File: src/rtl/ndn_interface_endpoint.sv
`default_nettype none
// ============================================================================
// Module   : ndn_interface_endpoint
// Purpose  : Outgoing-interface end of the NDN serial packet link. Receives
//            start-bit framed meta/prefix/data packets on mosi and transmits
//            packets of the same framing on miso. Full duplex, one clock.
// Revision : 1.0 - initial release
// ============================================================================
module ndn_interface_endpoint #(
  parameter int META_W   = 8,
  parameter int PREFIX_W = 64,
  parameter int DATA_W   = 256
) (
  input  logic                clk,
  input  logic                rst,        // asynchronous, active low
  input  logic                mosi,
  input  logic                cs,
  output logic                miso,
  output logic                rx_valid,
  output logic                rx_abort,
  output logic [META_W-1:0]   rx_meta,
  output logic [PREFIX_W-1:0] rx_prefix,
  output logic [DATA_W-1:0]   rx_data,
  input  logic                tx_valid,
  output logic                tx_ready,
  input  logic [META_W-1:0]   tx_meta,
  input  logic [PREFIX_W-1:0] tx_prefix,
  input  logic [DATA_W-1:0]   tx_data,
  output logic                tx_done
);

  // One bit counter per direction, sized for the widest field.
  localparam int MAX_MP = (META_W > PREFIX_W) ? META_W : PREFIX_W;
  localparam int MAX_W  = (MAX_MP > DATA_W) ? MAX_MP : DATA_W;
  localparam int CNT_W  = (MAX_W > 1) ? $clog2(MAX_W) : 1;
  localparam int TYPE_BIT = META_W - 2;

  localparam logic [CNT_W-1:0] META_LAST   = CNT_W'(META_W - 1);
  localparam logic [CNT_W-1:0] PREFIX_LAST = CNT_W'(PREFIX_W - 1);
  localparam logic [CNT_W-1:0] DATA_LAST   = CNT_W'(DATA_W - 1);
  localparam logic [CNT_W-1:0] CNT_ONE     = CNT_W'(1);

  typedef enum logic [1:0] {
    RX_IDLE   = 2'd0,
    RX_META   = 2'd1,
    RX_PREFIX = 2'd2,
    RX_DATA   = 2'd3
  } rx_state_e;

  typedef enum logic [2:0] {
    TX_IDLE   = 3'd0,
    TX_START  = 3'd1,
    TX_META   = 3'd2,
    TX_PREFIX = 3'd3,
    TX_DATA   = 3'd4,
    TX_GUARD  = 3'd5
  } tx_state_e;

  // ---------------------------------------------------------------- receive
  rx_state_e            rx_state_q, rx_state_d;
  logic [CNT_W-1:0]     rx_cnt_q, rx_cnt_d;
  logic                 rx_type_q, rx_type_d;
  logic [META_W-1:0]    rx_meta_sh_q, rx_meta_sh_d;
  logic [PREFIX_W-1:0]  rx_prefix_sh_q, rx_prefix_sh_d;
  logic [DATA_W-1:0]    rx_data_sh_q, rx_data_sh_d;
  logic [META_W-1:0]    rx_meta_q, rx_meta_d;
  logic [PREFIX_W-1:0]  rx_prefix_q, rx_prefix_d;
  logic [DATA_W-1:0]    rx_data_q, rx_data_d;
  logic                 rx_valid_q, rx_valid_d;
  logic                 rx_abort_q, rx_abort_d;

  // Receive state and output registers.
  always_ff @(posedge clk or negedge rst) begin
    if (!rst) begin
      rx_state_q     <= RX_IDLE;
      rx_cnt_q       <= '0;
      rx_type_q      <= 1'b0;
      rx_meta_sh_q   <= '0;
      rx_prefix_sh_q <= '0;
      rx_data_sh_q   <= '0;
      rx_meta_q      <= '0;
      rx_prefix_q    <= '0;
      rx_data_q      <= '0;
      rx_valid_q     <= 1'b0;
      rx_abort_q     <= 1'b0;
    end else begin
      rx_state_q     <= rx_state_d;
      rx_cnt_q       <= rx_cnt_d;
      rx_type_q      <= rx_type_d;
      rx_meta_sh_q   <= rx_meta_sh_d;
      rx_prefix_sh_q <= rx_prefix_sh_d;
      rx_data_sh_q   <= rx_data_sh_d;
      rx_meta_q      <= rx_meta_d;
      rx_prefix_q    <= rx_prefix_d;
      rx_data_q      <= rx_data_d;
      rx_valid_q     <= rx_valid_d;
      rx_abort_q     <= rx_abort_d;
    end
  end

  // Receive next-state: shift each field in MSB first, publish on the last bit.
  always_comb begin
    rx_state_d     = rx_state_q;
    rx_cnt_d       = rx_cnt_q;
    rx_type_d      = rx_type_q;
    rx_meta_sh_d   = rx_meta_sh_q;
    rx_prefix_sh_d = rx_prefix_sh_q;
    rx_data_sh_d   = rx_data_sh_q;
    rx_meta_d      = rx_meta_q;
    rx_prefix_d    = rx_prefix_q;
    rx_data_d      = rx_data_q;
    rx_valid_d     = 1'b0;
    rx_abort_d     = 1'b0;
    if (rx_state_q != RX_IDLE && cs) begin
      // Chip select lost mid-frame: drop the frame, keep the last good outputs.
      rx_state_d = RX_IDLE;
      rx_abort_d = 1'b1;
    end else begin
      case (rx_state_q)
        RX_IDLE: begin
          if (!cs && !mosi) begin
            rx_state_d = RX_META;
            rx_cnt_d   = META_LAST;
          end
        end
        RX_META: begin
          rx_meta_sh_d = {rx_meta_sh_q[META_W-2:0], mosi};
          if (rx_cnt_q == '0) begin
            rx_type_d  = rx_meta_sh_d[TYPE_BIT];
            rx_state_d = RX_PREFIX;
            rx_cnt_d   = PREFIX_LAST;
          end else begin
            rx_cnt_d = rx_cnt_q - CNT_ONE;
          end
        end
        RX_PREFIX: begin
          rx_prefix_sh_d = {rx_prefix_sh_q[PREFIX_W-2:0], mosi};
          if (rx_cnt_q == '0) begin
            if (rx_type_q) begin
              rx_state_d  = RX_IDLE;
              rx_meta_d   = rx_meta_sh_q;
              rx_prefix_d = rx_prefix_sh_d;
              rx_data_d   = '0;
              rx_valid_d  = 1'b1;
            end else begin
              rx_state_d = RX_DATA;
              rx_cnt_d   = DATA_LAST;
            end
          end else begin
            rx_cnt_d = rx_cnt_q - CNT_ONE;
          end
        end
        RX_DATA: begin
          rx_data_sh_d = {rx_data_sh_q[DATA_W-2:0], mosi};
          if (rx_cnt_q == '0) begin
            rx_state_d  = RX_IDLE;
            rx_meta_d   = rx_meta_sh_q;
            rx_prefix_d = rx_prefix_sh_q;
            rx_data_d   = rx_data_sh_d;
            rx_valid_d  = 1'b1;
          end else begin
            rx_cnt_d = rx_cnt_q - CNT_ONE;
          end
        end
        default: rx_state_d = RX_IDLE;
      endcase
    end
  end

  assign rx_valid  = rx_valid_q;
  assign rx_abort  = rx_abort_q;
  assign rx_meta   = rx_meta_q;
  assign rx_prefix = rx_prefix_q;
  assign rx_data   = rx_data_q;

  // --------------------------------------------------------------- transmit
  tx_state_e            tx_state_q, tx_state_d;
  logic [CNT_W-1:0]     tx_cnt_q, tx_cnt_d;
  logic                 tx_type_q, tx_type_d;
  logic [META_W-1:0]    tx_meta_sh_q, tx_meta_sh_d;
  logic [PREFIX_W-1:0]  tx_prefix_sh_q, tx_prefix_sh_d;
  logic [DATA_W-1:0]    tx_data_sh_q, tx_data_sh_d;
  logic                 miso_q, miso_d;
  logic                 tx_done_q, tx_done_d;

  // Transmit state and line registers; miso idles high.
  always_ff @(posedge clk or negedge rst) begin
    if (!rst) begin
      tx_state_q     <= TX_IDLE;
      tx_cnt_q       <= '0;
      tx_type_q      <= 1'b0;
      tx_meta_sh_q   <= '0;
      tx_prefix_sh_q <= '0;
      tx_data_sh_q   <= '0;
      miso_q         <= 1'b1;
      tx_done_q      <= 1'b0;
    end else begin
      tx_state_q     <= tx_state_d;
      tx_cnt_q       <= tx_cnt_d;
      tx_type_q      <= tx_type_d;
      tx_meta_sh_q   <= tx_meta_sh_d;
      tx_prefix_sh_q <= tx_prefix_sh_d;
      tx_data_sh_q   <= tx_data_sh_d;
      miso_q         <= miso_d;
      tx_done_q      <= tx_done_d;
    end
  end

  // Transmit next-state: the state names what miso carries after the edge.
  always_comb begin
    tx_state_d     = tx_state_q;
    tx_cnt_d       = tx_cnt_q;
    tx_type_d      = tx_type_q;
    tx_meta_sh_d   = tx_meta_sh_q;
    tx_prefix_sh_d = tx_prefix_sh_q;
    tx_data_sh_d   = tx_data_sh_q;
    miso_d         = miso_q;
    tx_done_d      = 1'b0;
    case (tx_state_q)
      TX_IDLE: begin
        miso_d = 1'b1;
        if (tx_valid) begin
          tx_meta_sh_d   = tx_meta;
          tx_prefix_sh_d = tx_prefix;
          tx_data_sh_d   = tx_data;
          tx_type_d      = tx_meta[TYPE_BIT];
          miso_d         = 1'b0;
          tx_state_d     = TX_START;
        end
      end
      TX_START: begin
        miso_d       = tx_meta_sh_q[META_W-1];
        tx_meta_sh_d = {tx_meta_sh_q[META_W-2:0], 1'b0};
        tx_cnt_d     = META_LAST;
        tx_state_d   = TX_META;
      end
      TX_META: begin
        if (tx_cnt_q == '0) begin
          miso_d         = tx_prefix_sh_q[PREFIX_W-1];
          tx_prefix_sh_d = {tx_prefix_sh_q[PREFIX_W-2:0], 1'b0};
          tx_cnt_d       = PREFIX_LAST;
          tx_state_d     = TX_PREFIX;
        end else begin
          miso_d       = tx_meta_sh_q[META_W-1];
          tx_meta_sh_d = {tx_meta_sh_q[META_W-2:0], 1'b0};
          tx_cnt_d     = tx_cnt_q - CNT_ONE;
        end
      end
      TX_PREFIX: begin
        if (tx_cnt_q == '0) begin
          if (tx_type_q) begin
            miso_d     = 1'b1;
            tx_state_d = TX_GUARD;
          end else begin
            miso_d       = tx_data_sh_q[DATA_W-1];
            tx_data_sh_d = {tx_data_sh_q[DATA_W-2:0], 1'b0};
            tx_cnt_d     = DATA_LAST;
            tx_state_d   = TX_DATA;
          end
        end else begin
          miso_d         = tx_prefix_sh_q[PREFIX_W-1];
          tx_prefix_sh_d = {tx_prefix_sh_q[PREFIX_W-2:0], 1'b0};
          tx_cnt_d       = tx_cnt_q - CNT_ONE;
        end
      end
      TX_DATA: begin
        if (tx_cnt_q == '0) begin
          miso_d     = 1'b1;
          tx_state_d = TX_GUARD;
        end else begin
          miso_d       = tx_data_sh_q[DATA_W-1];
          tx_data_sh_d = {tx_data_sh_q[DATA_W-2:0], 1'b0};
          tx_cnt_d     = tx_cnt_q - CNT_ONE;
        end
      end
      TX_GUARD: begin
        miso_d     = 1'b1;
        tx_done_d  = 1'b1;
        tx_state_d = TX_IDLE;
      end
      default: begin
        miso_d     = 1'b1;
        tx_state_d = TX_IDLE;
      end
    endcase
  end

  assign miso     = miso_q;
  assign tx_done  = tx_done_q;
  assign tx_ready = (tx_state_q == TX_IDLE);

endmodule
`default_nettype wire

File: config.mk
export PLATFORM = sky130hd
export DESIGN_NAME = ndn_interface_endpoint
export DESIGN_NICKNAME = d
export VERILOG_FILES = /design/src/rtl/ndn_interface_endpoint.sv
export SDC_FILE = /design/constraint.sdc
export NUM_CORES = 2
export LEC_CHECK = 0
export CAP_MARGIN = 30
export CORE_ASPECT_RATIO = 1.1
export CORE_UTILIZATION = 34
export DETAILED_ROUTE_END_ITERATION = 7
export DONT_BUFFER_PORTS = 1
export PLACE_DENSITY_LB_ADDON = 0.05
export SLEW_MARGIN = 25
export SYNTH_ARGS = -nofsm -noshare
export SYNTH_HDL_FRONTEND = slang
export SYNTH_SLANG_ARGS = --single-unit
File: constraint.sdc
create_clock -name clk -period 2.3 [get_ports clk]
set_input_delay 0.575 -clock clk [delete_from_list [all_inputs] [get_ports clk]]
set_output_delay 0.575 -clock clk [all_outputs]
set_load 0.005 [all_outputs]
-- Yosys cells after proc, flatten, opt, wreduce, memory -nomap -nowiden
Cells that the tools add are included.
- $add $sub $neg: 2
- eq/ne operators: 27
- mux-type cells: 61
- bitwise operators: 1
- reduce and logical (&&, ||, !) cells: 27
- operators by type and width (operator ; count):
    $mux W256 ; 7
    $pmux W256 S3 ; 1
    $pmux W256 S2 ; 1
    $mux W64 ; 6
    $pmux W64 S3 ; 1
    $pmux W64 S2 ; 1
    $mux W8 ; 14
    $pmux W8 S4 ; 2
    $ne A2 B2 Y1 const B ; 13
    $pmux W8 S3 ; 1
    $ne A3 B3 Y1 const B ; 6
    $logic_not A8 Y1 ; 2
    $pmux W8 S2 ; 1
    $reduce_and A4 Y1 ; 4
    $sub A8 B1 Y8 const B ; 2
    $pmux W3 S5 ; 1
    $mux W1 ; 12
    $mux W2 ; 6
    $mux W3 ; 4
    $reduce_and A5 Y1 ; 2
    $reduce_and A3 Y1 ; 3
    $reduce_bool A3 Y1 ; 3
    $pmux W2 S4 ; 1
    $reduce_and A2 Y1 ; 4
    14 further kinds ; 20
- register bits after elaboration: 1010
- bits of input ports: 333
- output and inout port bits: 333

-- Depth between registers and ports, before layout
- depth after elaboration: 5
- mapped depth: 11
- depth with buffers taken out: 7

-- Worst setup path after synthesis
Ideal clock, no wire load.
- path type: reg-to-reg
- from: register tx_cnt_q[0]
- to: register tx_prefix_sh_q[10]
- setup time: 0.125 ns
- data arrival time: 2.337 ns
- setup slack: -0.161 ns
- stages on the path, launching flop included: 8
- cells stage by stage: dfrtp_1 inv_1 ha_1 nor4b_4 nand2_1 a311oi_2 buf_2 mux2_2
- longest elaborated chain between the ends: 3
- RTL lines (element ; line ; text):
    start, declared ; 178 ; logic [CNT_W-1:0] tx_cnt_q, tx_cnt_d;
    start signal, assigned ; 199 ; tx_cnt_q <= tx_cnt_d;
    $logic_not A8 Y1 * ; 238, 250 ;
    $ne A2 B2 Y1 (no source line) ; n/a ;
    $reduce_and A4 Y1 (no source line) * ; n/a ;
    end signal, assigned ; 202 ; tx_prefix_sh_q <= tx_prefix_sh_d;
    end, declared ; 181 ; logic [PREFIX_W-1:0] tx_prefix_sh_q, tx_prefix_sh_d;
Mark *: on every way between the ends. The rest lies on a longest branch, timed or not.
A chain may end at the register's enable or synchronous reset.

-- Worst setup path in the final report
- from: register rx_cnt_q[0]
- to: register rx_data_q[244], in the netlist rx_data[244]
- longest elaborated chain between the ends: 3
- RTL lines (element ; line ; text):
    start, declared ; 61 ; logic [CNT_W-1:0] rx_cnt_q, rx_cnt_d;
    start signal, assigned ; 88 ; rx_cnt_q <= rx_cnt_d;
    $logic_not A8 Y1 * ; 138, 155 ;
    $ne A2 B2 Y1 (no source line) ; n/a ;
    $reduce_and A5 Y1 (no source line) * ; n/a ;
    end signal, assigned ; 95 ; rx_data_q <= rx_data_d;
    end, declared ; 68 ; logic [DATA_W-1:0] rx_data_q, rx_data_d;
Marks and branches as above.

==> summary.txt <==
Outcome = complete, but fails checks
Failing checks = hold timing, setup timing
Max-Slew Margin vs Limit = 42.16%
Main flop type after synthesis = dfrtp_1
Syn Area/Cell = 12.01 sq um
Largest net degree at the start of global routing = 1011
Wire per inst = 22.85 um
First-pass DRT Iterations = 6
Post-synth ARST share = 100.0%
Iter 0 DRT Violations = 1477
Drc violations = 0
Fin crit share = 101.4%
Antenna violations before repair = 29
Syn-to-layout area delta = 20.45%
Hold Crit Class = in2async
Cell Area, Synth = 43080 sq um
Slowest library cell on the worst path = or4_4
Port bufs = 0
DR vias = 27500
Post-DP HPWL = 77280 um
Total Routed Length = 124600 um
Die height = 375.3 um
Cell chain of the critical path = inv_2 -> ha_4 -> or3b_4 -> or4_4 -> buf_12 -> buf_12 -> buf_12 -> nand2_1 -> nand2_1
Unique masters post-synth = 67
Worst reg2reg startpoint = rx_cnt_q[0]
Longest Clk Path Bufs = 3
Reg clk slew, reported paths = 0.06 ns
Drt via density = 5.042
Starting density of the core = 34.39%
LEAKAGE = 26.28 nW
Buffers and inverters on the worst path = 4
GP Congestion = 0.8112
Setup WS post-layout = -0.03320 ns
Register area = 25280 sq um
Kind of cell adding the most delay to the critical path = simple AND/OR/NAND/NOR gates
GRT Total Usage = 17.91%
Row Count = 136
Crit end category = flop
Pwr dens = 710.6 nW/um^2
Register bit total from synthesis = 1010
CTS tree = built
Worst hold slack = -0.4314 ns
Vias in the first global route = 27930
Mapped Cells = 3588
Slew of the pin with the lowest slew margin = 0.8676 ns
GRT overflow = 0
Max Freq = 428.6 MHz
Die X = 341.4 um
Core region area = 125200 sq um
Clk sinks = 1010
Startpoint Class = flop
Final nets = 4035
CP Launch Point = rx_cnt_q[0]
Final Cell Area = 51890 sq um
Final Slew Violations = 0
Final setup fails = 46
Antenna Violating Nets Remaining = 0
Clock latency on the worst-skew pair = 0.71 ns
Layout cells sized above 1 = 35.61%
Min cycle time layout = 2.333 ns
RSZ-0062 raised after global routing = yes
Final hold violation count = 168
EDFF count, synth = 0
First-pass GRT wire length = 178300 um
Most used cell, CP = buf_12
WP data required = 2.89 ns
Max_cap viols = 0
CP peak stage delay = 0.53 ns
I/O Pins = 666
Most common library cell in the layout ignoring fill and taps = dfrtp_1
Most frequent cells in the layout = 1006 x dfrtp_1, 853 x nand2_1, 827 x mux2_2, 250 x nand3_1, 152 x clkbuf_16
Seq/Total Area, Yosys = 58.68%
H-tree lvl count = 3
CP Max Fanout = 44
Post-Syn Nets = 3923
Worst VDD drop = 0.5335 mV
CTS Buf Count = 113
Fillers = 11910
Root Buffer = clkbuf_16
Dpl cell area = 45530 sq um
Hold-fix buffers at CTS = 6
Critical path arrival = 2.93 ns
Die Area = 128100 sq um
Area occupied by multi-input gates = 16970 sq um
Yosys warns = 0
Crit Path Class = reg2reg
Clk_skew = 0.02590 ns
[per-stage QoR]
stage          std cells  TNS [ns]  setup slack [ns]  util [%]  power, W
5_1_grt             5453    -21.00           -0.1236     41.43   0.03833
3_5_place_dp        5127    -35.77           -0.1538     36.36   0.01860
4_1_cts             5355    -2.990          -0.08958     39.66   0.03716
3_3_place_gp        5127    -27.99           -0.1200     36.36   0.01860
6_report            5454   -0.5363          -0.03320     41.43   0.03687
2_1_floorplan       3588    -5.990          -0.09638         -   0.01848
[flip-flops by register name, indices dropped and copies added, names as in the netlist, 2 cells and up]
signal          cells
rx_data           256
tx_data_sh_q      256
rx_data_sh_q      255
rx_prefix          64
rx_prefix_sh_q     64
tx_prefix_sh_q     64
rx_cnt_q            8
rx_meta             8
rx_meta_sh_q        8
tx_cnt_q            8
tx_meta_sh_q        8
tx_state_q          3
rx_state_q          2
[layout make-up]
type / count / area share, %
antenna: 7 / 0.03376
clock buffer: 172 / 6.419
clock inverter: 34 / 0.7837
inverter: 12 / 0.1423
multi-input combinational: 2323 / 32.70
sequential: 1010 / 48.72
tap: 1656 / 3.993
timing repair buffer: 238 / 7.140
timing repair inverter: 2 / 0.06270
[power breakdown]
part,switching (W),internal (W),leakage [nW]
combinational,0.000512,0.000241,10.4
sequential,0.0000812,0.0179,14.0
clock,0.00744,0.0107,1.84
total,0.00803,0.0288,26.3
[worst reg2reg max path, cell delays in order, from the launching register on]
cell     delay (ns)
dfrtp_1        0.39
inv_2          0.09
ha_4           0.13
or3b_4         0.37
or4_4          0.53
buf_12         0.18
buf_12         0.17
buf_12         0.19
nand2_1        0.14
nand2_1        0.05
[cell families after synthesis]
kind of cell,synth area share [%]
xor gates and xnor gates,0.02034
and+or+nand+nor,12.17
DFF,58.68
AOI/OAI and AO/OA,2.118
muxes,24.04
buffers and inverters,2.913
adders and majority gates,0.05808
[cell usage after synthesis (all sizes together), types with 2 or more instances]
library cell / number / area share, %
and2: 5 / 0.073
o31ai: 4 / 0.070
a31oi: 68 / 0.99
nor3b: 3 / 0.064
nor2b: 3 / 0.044
o21bai: 2 / 0.035
o211ai: 4 / 0.070
or2: 3 / 0.044
nor3: 13 / 0.16
clkbuf: 155 / 1.4
nand3: 259 / 3.0
o32a: 2 / 0.046
o21ai: 15 / 0.17
nand4: 2 / 0.029
o2bb2ai: 3 / 0.061
nand3b: 3 / 0.052
dfrtp: 1009 / 59
nor4: 4 / 0.058
nand2b: 8 / 0.12
ha: 2 / 0.058
buf: 88 / 1.5
o221ai: 2 / 0.041
inv: 11 / 0.096
or3: 5 / 0.073
a21oi: 15 / 0.17
nand2: 862 / 7.5
or4: 2 / 0.035
mux2i: 3 / 0.070
mux2: 917 / 24
o22ai: 3 / 0.044
or3b: 3 / 0.061
a211oi: 3 / 0.052
nor2: 83 / 0.73
[layer usage]
layer	track usage (%)	part of all wire, %
met4	5.203	2.2
met1	21.45	40
met2	29.64	49
met5	0	0.14
met3	6.953	8.7
[final timing paths]
| path | cells past startpoint | slack, ns | endpoint |
|---|---|---|---|
| max | 9 | -0.03 | rx_data[244] |
| min | 0 | -0.43 | tx_prefix_sh_q[14] |
| max reg2reg | 9 | -0.03 | rx_data[244] |
| min reg2reg | 1 | 0.48 | tx_data_sh_q[26] |
| max in group asynchronous | 4 | 0.26 | rx_data[148] |
| min in group clk | 2 | 0.09 | tx_type_q |
[what timing repair did]
action	4_1_cts	5_1_grt
gates cloned	5	59
pin swaps	5	20
setup endpoints to repair	522	889
resized for setup	33	137
buffers inserted	11	27
endpoints found under the hold margin	1020	168
(Power assumes the default switching activity.)
